==> config.mk <==
export PLATFORM = sky130hd
export DESIGN_NAME = ysyx_23060240_lsu
export DESIGN_NICKNAME = d
export VERILOG_FILES = /design/src/rtl/ysyx_23060240_lsu_pkg.sv /design/src/rtl/ysyx_23060240_lsu_rext.sv /design/src/rtl/ysyx_23060240_lsu.sv
export SDC_FILE = /design/constraint.sdc
export NUM_CORES = 1
export LEC_CHECK = 0
export CORE_MARGIN = 2
export CORE_UTILIZATION = 45
export CTS_CLUSTER_SIZE = 16
export DETAILED_ROUTE_END_ITERATION = 8
export PLACE_DENSITY = 0.9
export SYNTH_ARGS = -nofsm -noshare
export SYNTH_HDL_FRONTEND = slang
export SYNTH_SLANG_ARGS = --single-unit
export TNS_END_PERCENT = 30
==> constraint.sdc <==
create_clock -name clk -period 5.1 [get_ports clk]
set_input_delay 1.53 -clock clk [delete_from_list [all_inputs] [get_ports clk]]
set_output_delay 1.53 -clock clk [all_outputs]
set_load 0.03 [all_outputs]
==> src/rtl/ysyx_23060240_lsu_pkg.sv <==
// Shared definitions for the load/store unit: memory-access codes produced
// by the decoder, the LSU state encoding and the alignment rule.
package ysyx_23060240_lsu_pkg;

  // Load codes (rd_ctrl), shared with the instruction decoder
  localparam logic [2:0] RD_NONE = 3'b000;
  localparam logic [2:0] RD_LB   = 3'b001;
  localparam logic [2:0] RD_LBU  = 3'b010;
  localparam logic [2:0] RD_LH   = 3'b011;
  localparam logic [2:0] RD_LHU  = 3'b100;
  localparam logic [2:0] RD_LW   = 3'b101;

  // Store codes (wr_ctrl), shared with the instruction decoder
  localparam logic [1:0] WR_NONE = 2'b00;
  localparam logic [1:0] WR_SB   = 2'b01;
  localparam logic [1:0] WR_SH   = 2'b10;
  localparam logic [1:0] WR_SW   = 2'b11;

  typedef enum logic [1:0] {
    ST_IDLE = 2'd0,
    ST_REQ  = 2'd1,
    ST_WAIT = 2'd2,
    ST_RESP = 2'd3
  } lsu_state_e;

  // Halfword accesses need an even address, word accesses a multiple of four;
  // byte accesses can never be misaligned.
  function automatic logic isMisaligned(input logic [2:0] rdCtrl,
                                        input logic [1:0] wrCtrl,
                                        input logic [1:0] offset);
    logic isHalf;
    logic isWord;
    isHalf = (rdCtrl == RD_LH) || (rdCtrl == RD_LHU) || (wrCtrl == WR_SH);
    isWord = (rdCtrl == RD_LW) || (wrCtrl == WR_SW);
    return (isHalf && offset[0]) || (isWord && (offset != 2'b00));
  endfunction

endpackage

==> src/rtl/ysyx_23060240_lsu_rext.sv <==
// Load-data extractor: picks the addressed byte or halfword out of the bus
// word and sign- or zero-extends it to 32 bits.
module ysyx_23060240_lsu_rext
  import ysyx_23060240_lsu_pkg::*;
(
  input  logic [31:0] rdata_i,
  input  logic [1:0]  offset_i,
  input  logic [2:0]  rdCtrl_i,
  output logic [31:0] ext_o
);

  logic [7:0]  byteVal;
  logic [15:0] halfVal;

  // Select the byte lane and halfword lane addressed by the low address bits
  always_comb begin
    byteVal = 8'h00;
    case (offset_i)
      2'd0:    byteVal = rdata_i[7:0];
      2'd1:    byteVal = rdata_i[15:8];
      2'd2:    byteVal = rdata_i[23:16];
      default: byteVal = rdata_i[31:24];
    endcase
    halfVal = offset_i[1] ? rdata_i[31:16] : rdata_i[15:0];
  end

  // Extend the selected lane according to the load code
  always_comb begin
    ext_o = 32'h0;
    case (rdCtrl_i)
      RD_LB:   ext_o = {{24{byteVal[7]}}, byteVal};
      RD_LBU:  ext_o = {24'h0, byteVal};
      RD_LH:   ext_o = {{16{halfVal[15]}}, halfVal};
      RD_LHU:  ext_o = {16'h0, halfVal};
      RD_LW:   ext_o = rdata_i;
      default: ext_o = 32'h0;
    endcase
  end

endmodule

==> src/rtl/ysyx_23060240_lsu.sv <==
// Load/store unit: accepts one access from execute, checks it, issues a
// word-aligned byte-masked bus transaction and returns an extended result.
module ysyx_23060240_lsu
  import ysyx_23060240_lsu_pkg::*;
(
  input  logic        clk,
  input  logic        rst,
  input  logic        req_valid,
  output logic        req_ready,
  input  logic [2:0]  rd_ctrl,
  input  logic [1:0]  wr_ctrl,
  input  logic [31:0] addr,
  input  logic [31:0] wdata,
  output logic        resp_valid,
  input  logic        resp_ready,
  output logic [31:0] resp_rdata,
  output logic        resp_err,
  output logic        mem_req_valid,
  input  logic        mem_req_ready,
  output logic        mem_we,
  output logic [31:0] mem_addr,
  output logic [31:0] mem_wdata,
  output logic [3:0]  mem_wmask,
  input  logic        mem_rvalid,
  input  logic [31:0] mem_rdata
);

  lsu_state_e  state_q, state_d;
  logic [31:0] addr_q, addr_d;
  logic [31:0] wdata_q, wdata_d;
  logic [2:0]  rdCtrl_q, rdCtrl_d;
  logic [1:0]  wrCtrl_q, wrCtrl_d;
  logic [31:0] rdata_q, rdata_d;
  logic        err_q, err_d;
  logic [31:0] extWord;
  logic        reqIllegal;
  logic        inReq;

  ysyx_23060240_lsu_rext u_rext (
    .rdata_i  (mem_rdata),
    .offset_i (addr_q[1:0]),
    .rdCtrl_i (rdCtrl_q),
    .ext_o    (extWord)
  );

  // A request is rejected if it names an undefined load code, asks for a
  // load and a store at once, or is misaligned for its access size.
  always_comb begin
    reqIllegal = (rd_ctrl > RD_LW)
              || ((rd_ctrl != RD_NONE) && (wr_ctrl != WR_NONE))
              || isMisaligned(rd_ctrl, wr_ctrl, addr[1:0]);
  end

  // State and captured-request registers; reset drops any in-flight access
  always_ff @(posedge clk or posedge rst) begin
    if (rst) begin
      state_q  <= ST_IDLE;
      addr_q   <= 32'h0;
      wdata_q  <= 32'h0;
      rdCtrl_q <= RD_NONE;
      wrCtrl_q <= WR_NONE;
      rdata_q  <= 32'h0;
      err_q    <= 1'b0;
    end else begin
      state_q  <= state_d;
      addr_q   <= addr_d;
      wdata_q  <= wdata_d;
      rdCtrl_q <= rdCtrl_d;
      wrCtrl_q <= wrCtrl_d;
      rdata_q  <= rdata_d;
      err_q    <= err_d;
    end
  end

  // Next-state logic: capture in IDLE, hold the bus request until accepted,
  // catch read data only in WAIT, hold the response until consumed.
  always_comb begin
    state_d  = state_q;
    addr_d   = addr_q;
    wdata_d  = wdata_q;
    rdCtrl_d = rdCtrl_q;
    wrCtrl_d = wrCtrl_q;
    rdata_d  = rdata_q;
    err_d    = err_q;
    case (state_q)
      ST_IDLE: begin
        if (req_valid) begin
          addr_d   = addr;
          wdata_d  = wdata;
          rdCtrl_d = rd_ctrl;
          wrCtrl_d = wr_ctrl;
          rdata_d  = 32'h0;
          err_d    = 1'b0;
          if ((rd_ctrl == RD_NONE) && (wr_ctrl == WR_NONE)) begin
            state_d = ST_RESP;
          end else if (reqIllegal) begin
            err_d   = 1'b1;
            state_d = ST_RESP;
          end else begin
            state_d = ST_REQ;
          end
        end
      end
      ST_REQ: begin
        if (mem_req_ready) begin
          state_d = (wrCtrl_q != WR_NONE) ? ST_RESP : ST_WAIT;
        end
      end
      ST_WAIT: begin
        if (mem_rvalid) begin
          rdata_d = extWord;
          state_d = ST_RESP;
        end
      end
      ST_RESP: begin
        if (resp_ready) begin
          state_d = ST_IDLE;
        end
      end
      default: state_d = ST_IDLE;
    endcase
  end

  // Output decode; bus and response fields are driven only in the state
  // that owns them and read zero elsewhere.
  always_comb begin
    inReq         = (state_q == ST_REQ);
    req_ready     = (state_q == ST_IDLE);
    mem_req_valid = inReq;
    mem_we        = inReq && (wrCtrl_q != WR_NONE);
    mem_addr      = inReq ? {addr_q[31:2], 2'b00} : 32'h0;
    mem_wmask     = 4'b0000;
    mem_wdata     = 32'h0;
    if (inReq) begin
      case (wrCtrl_q)
        WR_SB: begin
          mem_wmask = 4'b0001 << addr_q[1:0];
          mem_wdata = {4{wdata_q[7:0]}};
        end
        WR_SH: begin
          mem_wmask = 4'b0011 << addr_q[1:0];
          mem_wdata = {2{wdata_q[15:0]}};
        end
        WR_SW: begin
          mem_wmask = 4'b1111;
          mem_wdata = wdata_q;
        end
        default: begin
          mem_wmask = 4'b0000;
          mem_wdata = 32'h0;
        end
      endcase
    end
    resp_valid = (state_q == ST_RESP);
    resp_rdata = (state_q == ST_RESP) ? rdata_q : 32'h0;
    resp_err   = (state_q == ST_RESP) && err_q;
  end

endmodule

==> results.yml <==
clock_network:
  cts_buffers: 9
  cts_resized: 0
  postCtsSetupBuffers: 0
  cts_root_buffer: "clkbuf_16"
  cts.sinks: 104
  h-tree-depth: 3
  tritoncts: "built"
  cts_max_path_buffers: 2
  cts_hold_repair.buffers: 0
  path_clk_slew_ps: 70
  clk_latency_ps: 340
hold_path:
  min_path_type: "reg2reg"
timing:
  fin_skew_ps: 6.62
  drv_slew: 0
  fin_setup_tns_ps: 0
  fmax_mhz: 208
  finalHoldViolCount: 0
  maxSlewHeadroom_pct: 30.5
  setup_viol: 0
  tightest_slew_ps: 1040
  rsz0062_at_grt: "false"
  period_minus_slack_ps: 4810
  finalCritPeriodShare_pct: 94.3
synth:
  synth_most_common_cell: "dfrtp_1"
  synth_top_cell_area_share_pct: 47.1
  yosys-top-cells-area: "dfrtp_1 (47%), mux2_2 (14%), and2_1 (8.0%)"
  synth_seq_cells: 104
  yosys_warnings: 0
  synthFlopType: "dfrtp_1"
  ys_types: 47
  syn_area_sq_mm: 0.00552
  synth_edf_count: 0
  synth_area_leader_cell: "dfrtp_1"
  synth_seq_area_share_pct: 47.1
  avgSynthCellArea_sq_um: 11.3
  netlist_instances: 488
  yosys-top-cells-count: "dfrtp_1 (104), and2_1 (71), mux2_2 (71)"
  postSynth.asyncResetShare_pct: 100
grt:
  grt_usage_pct: 24.2
  grt-ovfl-total: 0
  grt_pass1_vias: 4832
  antenna_found_initial: 0
  grt_pass1_wl_microns: 24700
  grt_max_degree: 73
route:
  drt-vias-per-instance: 5.75
  drt_pass1_iterations: 8
  vias: 4752
  drt_iter0_drc: 574
  antenna_left: 0
  remaining_drc_errors: 0
  routed_wl_microns: 15900
  post_drt_wl_per_cell_microns: 19.3
critical_path:
  worst-r2r-cell-count: 5
  worstSetupPathType: "reg2out"
  path_delay_family: "simple AND/OR/NAND/NOR gates"
  cp_slowest_cell: "ha_1"
  worstPathMaxFanout: 33
  worstPathCellList: "inv_1 > ha_1 > nand2b_1 > nor2_1 > and2_1 > clkdlybuf4s50_1"
  arrival_ps: 3280
  reg2reg_slack_ps: 2680
  cp_data_required_time_ps: 3570
  slowest_delay_ps: 790
  timing.critical_path.from_type: "register"
  r2r_end: "addr_q[12]"
  timing.rr.start: "state_q[0]"
  cp_num_cells: 6
  startpoint: "state_q[1]"
  worst-path-buf-inv: 2
  crit_path_end_kind: "output pin"
  worstSetupEndpoint: "mem_wdata[0]"
pwr:
  power.internal_mw: 2.73
  powerDensity_mw_per_mm2: 587
  pwr-share-comb_pct: 52.4
  fin_total_pwr_mw: 4.67
  pwr-share-seq_pct: 33.6
  peakVddDrop_uv: 366
  switchingPower_mw: 1.93
  leakagePower_nw: 3.23
  swShare_pct: 41.4
  clockPowerShare_pct: 13.9
place:
  placedInstanceArea_sq_mm: 0.00767
  place.port_buffers: 209
  place_congestion: 0.857
  hpwl_microns: 11600
die:
  die_h_microns: 115
  row_count: 40
  pin_count: 212
  fp.dieW_microns: 115
  core_area_sq_mm: 0.0120
  initial_utilization_pct: 46.0
  dieArea_sq_mm: 0.0132
cells_and_area:
  drive_above_1_share_pct: 15.6
  nNetsFinal: 790
  antenna_cells: 0
  multi_input_area_sq_mm: 0.00271
  syn_to_final_growth_pct: 43.9
  final_util_pct: 66.1
  seq_area_sq_mm: 0.00260
  final_area_sq_mm: 0.00795
  fillers: 919
status:
  status: "completed"
job:
  max_cap_violations: 0
worst min-delay path: cells and delay by family, from the launching register on:
family / cells / cell delay (ps)
compound gates: 1 / 60
flops: 1 / 340
simple gates: 1 / 40
area by class of cell:
class                           instances  area share, %
Timing Repair Buffer                  215           26.9
Multi-Input combinational cell        336           34.1
Inverter                                9          0.457
Clock inverter                          4          0.362
Tap cell                              147           2.31
Clock buffer                           12           3.10
Sequential cell                       104           32.8
how the worst min path moves through the flow:
stage / cells after the start / endpoint / from
2_1_floorplan: 2 / rdata_q[0] / rdata_q[0]
3_3_place_gp: 2 / rdata_q[2] / rdata_q[2]
3_5_place_dp: 2 / rdata_q[13] / rdata_q[13]
4_1_cts: 2 / rdata_q[13] / rdata_q[13]
5_1_grt: 2 / err_q / err_q
6_report: 2 / rdata_q[12] / rdata_q[12]
state kept, by name, indices dropped and copies added, names as in the netlist:
name,flops
wrCtrl_q,2
state_q,2
addr_q,32
rdCtrl_q,3
wdata_q,32
rdata_q,32
err_q,1
cell families after synthesis:
logic type / after synthesis / synth area share [%]
fa+ha+maj: 8 / 1.81
other cells: 1 / 0.0679
mux: 80 / 18.2
buf+inv: 49 / 3.90
compound gates: 97 / 13.9
xor+xnor: 1 / 0.159
flops: 104 / 47.1
simple gates: 148 / 14.9
layer usage:
layer	share of wire (%)	up-vias	wire length [microns]	track usage, %
met2	49	272	7880	41.1
met3	8.4	36	1350	5.54
li1	-	2147	-	-
met1	39	2297	6190	29.7
met5	0	-	0	0
met4	3.2	0	513	10.4
power groups by stage:
stage               Combinational (mW)  Sequential (mW)  Clock [mW]
floorplan                         1.79             1.40           0
global placement                  2.36             1.54           0
detailed placement                2.44             1.57           0
CTS                               2.45             1.56       0.661
finish                            2.45             1.57       0.650
global route                      2.63             1.63       0.695
stage by stage:
step                hold slack, ps  instances  worst slack [ps]
floorplan                      442        489               838
global placement               459        811               873
detailed placement             466        811               707
CTS                            482        827               317
global route                   503        827              78.5
finish                         480        827               290
placed cells by master, fill, tap and decap left out, types with 9 or more instances in the layout:
| cell type | n |
|---|---|
| clkdlybuf4s50_1 | 209 |
| dfrtp_1 | 104 |
| mux2_2 | 71 |
| and2_1 | 71 |
| nor2_1 | 34 |
| nand2_1 | 19 |
| o21ai_0 | 17 |
| a221o_1 | 16 |
| a22oi_1 | 16 |
| a222oi_1 | 14 |
| clkbuf_16 | 9 |
(Power assumes the default switching activity.)
